### src/rtl/quad_pkg.sv
// quad_pkg: shared widths, FSM encoding and tracker init constants for the quad corner tracker.
package quad_pkg;
    localparam int X_W   = 10;
    localparam int Y_W   = 9;
    localparam int SUM_W = 11;
    localparam int CNT_W = 19;

    localparam logic [1:0] ST_IDLE   = 2'd0;
    localparam logic [1:0] ST_TRACK  = 2'd1;
    localparam logic [1:0] ST_COMMIT = 2'd2;

    // Init keys sit beyond any reachable x+y or x-y so the first marker always wins.
    localparam logic [SUM_W-1:0] S_MAX_INIT = '0;
    localparam logic [SUM_W-1:0] S_MIN_INIT = '1;
    localparam logic [SUM_W-1:0] D_MAX_INIT = {1'b1, {(SUM_W-1){1'b0}}};
    localparam logic [SUM_W-1:0] D_MIN_INIT = {1'b0, {(SUM_W-1){1'b1}}};
    localparam logic [CNT_W-1:0] CNT_SAT    = '1;
endpackage

### src/rtl/corner_extreme.sv
// corner_extreme: keeps one running extreme key (max or min, signed or unsigned) and the pixel that set it.
module corner_extreme
    import quad_pkg::*;
#(
    parameter bit               FIND_MAX   = 1'b1,
    parameter bit               SIGNED_KEY = 1'b0,
    parameter logic [SUM_W-1:0] INIT_KEY   = '0
) (
    input  logic             clock_i,
    input  logic             reset_n_i,
    input  logic             init_i,
    input  logic             valid_i,
    input  logic [SUM_W-1:0] key_i,
    input  logic [X_W-1:0]   x_i,
    input  logic [Y_W-1:0]   y_i,
    output logic [X_W-1:0]   x_o,
    output logic [Y_W-1:0]   y_o
);
    logic [SUM_W-1:0] key_q, key_d, base_key;
    logic [X_W-1:0]   x_q, x_d, base_x;
    logic [Y_W-1:0]   y_q, y_d, base_y;
    logic             gt, lt, take;

    // A pixel arriving with init is compared against the fresh init key, so it is never lost.
    always_comb begin
        base_key = init_i ? INIT_KEY : key_q;
        base_x   = init_i ? '0 : x_q;
        base_y   = init_i ? '0 : y_q;
        gt       = SIGNED_KEY ? ($signed(key_i) > $signed(base_key)) : (key_i > base_key);
        lt       = SIGNED_KEY ? ($signed(key_i) < $signed(base_key)) : (key_i < base_key);
        take     = valid_i && (FIND_MAX ? gt : lt);
        key_d    = take ? key_i : base_key;
        x_d      = take ? x_i : base_x;
        y_d      = take ? y_i : base_y;
    end

    always_ff @(posedge clock_i or negedge reset_n_i) begin
        if (!reset_n_i) begin
            key_q <= INIT_KEY;
            x_q   <= '0;
            y_q   <= '0;
        end else begin
            key_q <= key_d;
            x_q   <= x_d;
            y_q   <= y_d;
        end
    end

    assign x_o = x_q;
    assign y_o = y_q;
endmodule

### src/rtl/quad_corner_tracker.sv
// quad_corner_tracker: per-frame extreme-corner search over marker pixels, committed at each frame_start.
module quad_corner_tracker
    import quad_pkg::*;
#(
    parameter int WIDTH      = 640,
    parameter int HEIGHT     = 480,
    parameter int MIN_PIXELS = 16
) (
    input  logic             clock,
    input  logic             reset_n,
    input  logic             frame_start,
    input  logic             pixel_valid,
    input  logic [X_W-1:0]   pixel_x,
    input  logic [Y_W-1:0]   pixel_y,
    input  logic             is_marker,
    output logic [X_W-1:0]   x1,
    output logic [X_W-1:0]   x2,
    output logic [X_W-1:0]   x3,
    output logic [X_W-1:0]   x4,
    output logic [Y_W-1:0]   y1,
    output logic [Y_W-1:0]   y2,
    output logic [Y_W-1:0]   y3,
    output logic [Y_W-1:0]   y4,
    output logic             frame_done,
    output logic             quad_found,
    output logic [CNT_W-1:0] marker_count
);
    localparam logic [X_W-1:0]   X_LIM   = X_W'(WIDTH);
    localparam logic [Y_W-1:0]   Y_LIM   = Y_W'(HEIGHT);
    localparam logic [CNT_W-1:0] CNT_MIN = CNT_W'(MIN_PIXELS);

    logic             s1_vld_q, s1_tag_q;
    logic [X_W-1:0]   s1_x_q;
    logic [Y_W-1:0]   s1_y_q;
    logic [SUM_W-1:0] s1_s_q, s1_d_q;
    logic             qual;
    logic [1:0]       state_q, state_d;
    logic [CNT_W-1:0] cnt_q, cnt_d, cnt_base;
    logic             tracking, upd, commit, load;
    logic [X_W-1:0]   cx [4];
    logic [Y_W-1:0]   cy [4];
    logic [X_W-1:0]   ox_q [4];
    logic [Y_W-1:0]   oy_q [4];
    logic             done_q, found_q;
    logic [CNT_W-1:0] mcount_q;

    assign qual = pixel_valid && is_marker && (pixel_x < X_LIM) && (pixel_y < Y_LIM);

    always_ff @(posedge clock or negedge reset_n) begin
        if (!reset_n) begin
            s1_vld_q <= 1'b0;
            s1_tag_q <= 1'b0;
            s1_x_q   <= '0;
            s1_y_q   <= '0;
            s1_s_q   <= '0;
            s1_d_q   <= '0;
        end else begin
            s1_vld_q <= qual;
            s1_tag_q <= frame_start;
            s1_x_q   <= pixel_x;
            s1_y_q   <= pixel_y;
            s1_s_q   <= SUM_W'(pixel_x) + SUM_W'(pixel_y);
            s1_d_q   <= SUM_W'(pixel_x) - SUM_W'(pixel_y);
        end
    end

    // The tag in S1 re-initialises the trackers; its own pixel already belongs to the new frame.
    always_comb begin
        tracking = state_q != ST_IDLE;
        upd      = s1_vld_q && (tracking || s1_tag_q);
        commit   = s1_tag_q && tracking;
        load     = commit && (cnt_q >= CNT_MIN);
        state_d  = s1_tag_q ? (tracking ? ST_COMMIT : ST_TRACK)
                            : (state_q == ST_COMMIT ? ST_TRACK : state_q);
        cnt_base = s1_tag_q ? '0 : cnt_q;
        cnt_d    = cnt_base + CNT_W'(upd && (cnt_base != CNT_SAT));
    end

    corner_extreme #(.FIND_MAX(1'b1), .SIGNED_KEY(1'b0), .INIT_KEY(S_MAX_INIT)) u_c1 (
        .clock_i(clock), .reset_n_i(reset_n), .init_i(s1_tag_q), .valid_i(upd),
        .key_i(s1_s_q), .x_i(s1_x_q), .y_i(s1_y_q), .x_o(cx[0]), .y_o(cy[0])
    );
    corner_extreme #(.FIND_MAX(1'b0), .SIGNED_KEY(1'b1), .INIT_KEY(D_MIN_INIT)) u_c2 (
        .clock_i(clock), .reset_n_i(reset_n), .init_i(s1_tag_q), .valid_i(upd),
        .key_i(s1_d_q), .x_i(s1_x_q), .y_i(s1_y_q), .x_o(cx[1]), .y_o(cy[1])
    );
    corner_extreme #(.FIND_MAX(1'b0), .SIGNED_KEY(1'b0), .INIT_KEY(S_MIN_INIT)) u_c3 (
        .clock_i(clock), .reset_n_i(reset_n), .init_i(s1_tag_q), .valid_i(upd),
        .key_i(s1_s_q), .x_i(s1_x_q), .y_i(s1_y_q), .x_o(cx[2]), .y_o(cy[2])
    );
    corner_extreme #(.FIND_MAX(1'b1), .SIGNED_KEY(1'b1), .INIT_KEY(D_MAX_INIT)) u_c4 (
        .clock_i(clock), .reset_n_i(reset_n), .init_i(s1_tag_q), .valid_i(upd),
        .key_i(s1_d_q), .x_i(s1_x_q), .y_i(s1_y_q), .x_o(cx[3]), .y_o(cy[3])
    );

    always_ff @(posedge clock or negedge reset_n) begin
        if (!reset_n) begin
            state_q  <= ST_IDLE;
            cnt_q    <= '0;
            done_q   <= 1'b0;
            found_q  <= 1'b0;
            mcount_q <= '0;
            for (int i = 0; i < 4; i++) begin
                ox_q[i] <= '0;
                oy_q[i] <= '0;
            end
        end else begin
            state_q <= state_d;
            cnt_q   <= cnt_d;
            done_q  <= commit;
            if (commit) begin
                mcount_q <= cnt_q;
                found_q  <= load;
            end
            if (load) begin
                for (int i = 0; i < 4; i++) begin
                    ox_q[i] <= cx[i];
                    oy_q[i] <= cy[i];
                end
            end
        end
    end

    assign x1           = ox_q[0];
    assign x2           = ox_q[1];
    assign x3           = ox_q[2];
    assign x4           = ox_q[3];
    assign y1           = oy_q[0];
    assign y2           = oy_q[1];
    assign y3           = oy_q[2];
    assign y4           = oy_q[3];
    assign frame_done   = done_q;
    assign quad_found   = found_q;
    assign marker_count = mcount_q;
endmodule
### config.mk
export PLATFORM = sky130hd
export DESIGN_NAME = quad_corner_tracker
export DESIGN_NICKNAME = d
export VERILOG_FILES = /design/src/rtl/quad_pkg.sv /design/src/rtl/corner_extreme.sv /design/src/rtl/quad_corner_tracker.sv
export SDC_FILE = /design/constraint.sdc
export NUM_CORES = 1
export LEC_CHECK = 0
export CELL_PAD_IN_SITES_DETAIL_PLACEMENT = 0
export CELL_PAD_IN_SITES_GLOBAL_PLACEMENT = 1
export CORE_ASPECT_RATIO = 0.9
export CORE_MARGIN = 4
export CORE_UTILIZATION = 50
export DETAILED_ROUTE_END_ITERATION = 12
export PLACE_DENSITY = 0.92
export SYNTH_ARGS = -nofsm -noshare
export SYNTH_HDL_FRONTEND = slang
export SYNTH_SLANG_ARGS = --single-unit
### constraint.sdc
create_clock -name clock -period 8.5 [get_ports clock]
set_clock_uncertainty 0.1 [all_clocks]
set_input_delay 2.125 -clock clock [delete_from_list [all_inputs] [get_ports clock]]
set_output_delay 2.125 -clock clock [all_outputs]
set_load 0.02 [all_outputs]
==> metrics <==
outcome=complete, no violations; internal power=2420 uW; Switching Share=27.8%; busiest grt layer=met1; Vias=11017; first-pass GRT wire length=58900 um; htree depth=1; FP Rows=58; WS Path Type=reg2reg; die area=31400 sq um; Post-Syn Area=14300 sq um; dpl cell area=15700 sq um; CTS Buf Count=29; GRT Overall Usage=22.9%; fin nets=1518; syn nets=1445; clk buf depth=3; DRT iter0 DRCs=1063; async set-reset flop share out of synthesis=100%; yosys warns=0; FF/Latch Area=7040 sq um; cell area after layout=16700 sq um; Max IR drop VDD=0.000156 V; Root Driver=clkbuf_16; largest net degree at the start of global routing=157; dpl hpwl=24200 um; most frequent cells in the layout=dfrtp_1, nand2_1, clkdlybuf4s50_1; share of the synthesized area in the top cell type=45.1%; Syn Inst Count=1357; drt pass-1 iters=5; #FFs+latches synth=280; DR WL/cell=20.2 um; Area Growth Syn to Fin=17.0%; ANT nets after route=0; largest cells by area after synthesis=dfrtp_1, mux2_2, ha_1, nand2_1, dfstp_2; I/O pin cnt=121; core area=28100 sq um; Post-synth EDFFs=0; Avg Vias per Cell=6.08; Final min period=4450 ps; CTS sink count=280; crit share post-route=52.4%; Slew @ Worst Pin=1250 ps; CTS tree=yes; vias in the first global route=10705; clk_lat worst skew=550 ps; Avg Cell Area, Syn=10.5 sq um; post_cts resized=0; Comb pwr share=14.4%; Synth area leader=dfrtp_1; f_max=224 MHz; Rel. slew slack=16.4%; share of the yosys chip area belonging to registers=49.2%; FILL cells=2264; min-delay worst type=reg2reg; max-cap violations=0; hold_buf cts=0; total power=3360 uW; pwr/cell area=201 nW/um^2; DRC viols=0; share of layout cells above drive strength 1=14.6%; final slew viol count=0; most common cell after layout, fill and taps aside=dfrtp_1; met3 usage=4.45%; post-synth cell types=70; critical path arrival=4780 ps; WL final=36600 um; Starting Density=50.9%; Crit Path Max Fanout=60; met2 Usage GRT=34.0%; CP required=8820 ps; global route overflow=0; RSZ-0062 raised after global routing=false; Worst-path clk slew=60 ps; Min Hold Slack=373 ps; area occupied by multi-input gates=6700 sq um; Setup TNS=0 ps; ant diodes=0; sequential share of power=45.9%; Worst setup SP type=register; net switching power figure=935 uW; Die Span X=186 um; GPL Wtd Cong=0.884; GR Layer Usage met1=35.1%; Clk pwr share=39.6%; Lkg Pwr=0.00765 uW; Post-CTS Setup Repair Bufs=0; Critical Path End Type=register; dominant synthesized flop cell=dfrtp_1; final setup fails=0; Final Hold Fails=0; antenna violations before repair=1; Die H=168 um; port bufs=120
-- critical path, stage by stage, from the launching register on --
cell       delay [ps]
dfrtp_2           710
inv_2             470
buf_4             590
nand2_1           190
ha_1              350
a21o_1            180
a2111oi_0         710
a21oi_4           290
buf_4             340
mux2_1            340
-- flip-flops by register name (all words and copies together), names as in the netlist, 10 cells and up --
signal / cells
cnt_q: 19
marker_count: 19
s1_d_q: 11
s1_s_q: 10
s1_x_q: 10
u_c1.key_q: 11
u_c1.x_o: 10
u_c2.key_q: 11
u_c2.x_o: 10
u_c3.key_q: 11
u_c3.x_o: 10
u_c4.key_q: 11
u_c4.x_o: 10
x1: 10
x2: 10
x3: 10
x4: 10
-- stage by stage --
stage | util [%] | instances | setup WS [ps]
after global routing | 59.6 | 1813 | 3850
after global placement | 55.9 | 1759 | 4140
after floorplan | - | 1357 | 4820
final | 59.6 | 1813 | 4050
after CTS | 59.6 | 1813 | 4110
after detailed placement | 55.9 | 1759 | 4100
-- power by group through the flow --
stage	Sequential (uW)	Combinational, uW	Clock (uW)
after floorplan	1510	348	0
after global placement	1560	466	0
after detailed placement	1560	480	0
after CTS	1540	485	1350
after global routing	1550	541	1410
final	1540	485	1330
-- metal layers --
metal	vias up	share of wire, %
li1	5073	-
met1	5483	45
met2	407	44
met3	52	8.1
met4	2	2.0
met5	-	0.027
-- cells in the mapped netlist (22+ instances only) --
library cell and instances:
clkbuf_1 57, dfstp_2 22, nand2_1 159, nor3_1 37, nand3_1 58, buf_2 26, inv_1 39, dfrtp_1 258
mux2_2 90, mux2i_1 29, ha_1 62, a21oi_1 53, and3_1 25, nor2_1 82, nor2b_1 31, nand4_1 28
-- logic make-up (layout without fill, tap and decap cells) --
| logic type | after synthesis | after routing | share of synthesized area (%) |
|---|---|---|---|
| AO/OA/AOI/OAI | 245 | 245 | 13.4 |
| XOR/XNOR | 30 | 30 | 1.84 |
| adder cells (fa/ha/maj) | 64 | 64 | 5.70 |
| buffers and inverters | 138 | 234 | 4.24 |
| flip-flops | 280 | 280 | 49.2 |
| multiplexers | 125 | 125 | 9.59 |
| AND/OR/NAND/NOR | 475 | 475 | 16.1 |
-- layout make-up --
cell class | instances | area share, %
clock inverters | 10 | 0.808
repair buffers | 141 | 8.23
inverters | 39 | 0.875
clock buffers | 44 | 5.27
multi-input cells | 939 | 40.1
flip-flops and latches | 280 | 42.1
well taps | 360 | 2.69
-- worst paths after layout --
check / slack, ps / startpoint / cells past startpoint / endpoint
min: 370 / marker_count[13]$_DFFE_PN0P_ / 2 / marker_count[13]$_DFFE_PN0P_
max in group asynchronous: 5410 / reset_n / 2 / y3[1]$_DFFE_PN0P_
max reg2reg: 4050 / s1_tag_q$_DFF_PN0_ / 9 / u_c4.x_o[7]$_DFFE_PN0P_
min reg2reg: 370 / marker_count[13]$_DFFE_PN0P_ / 2 / marker_count[13]$_DFFE_PN0P_
min in group asynchronous: 1550 / reset_n / 1 / marker_count[14]$_DFFE_PN0P_
max: 4050 / s1_tag_q$_DFF_PN0_ / 9 / u_c4.x_o[7]$_DFFE_PN0P_
(Power assumes the default switching activity.)
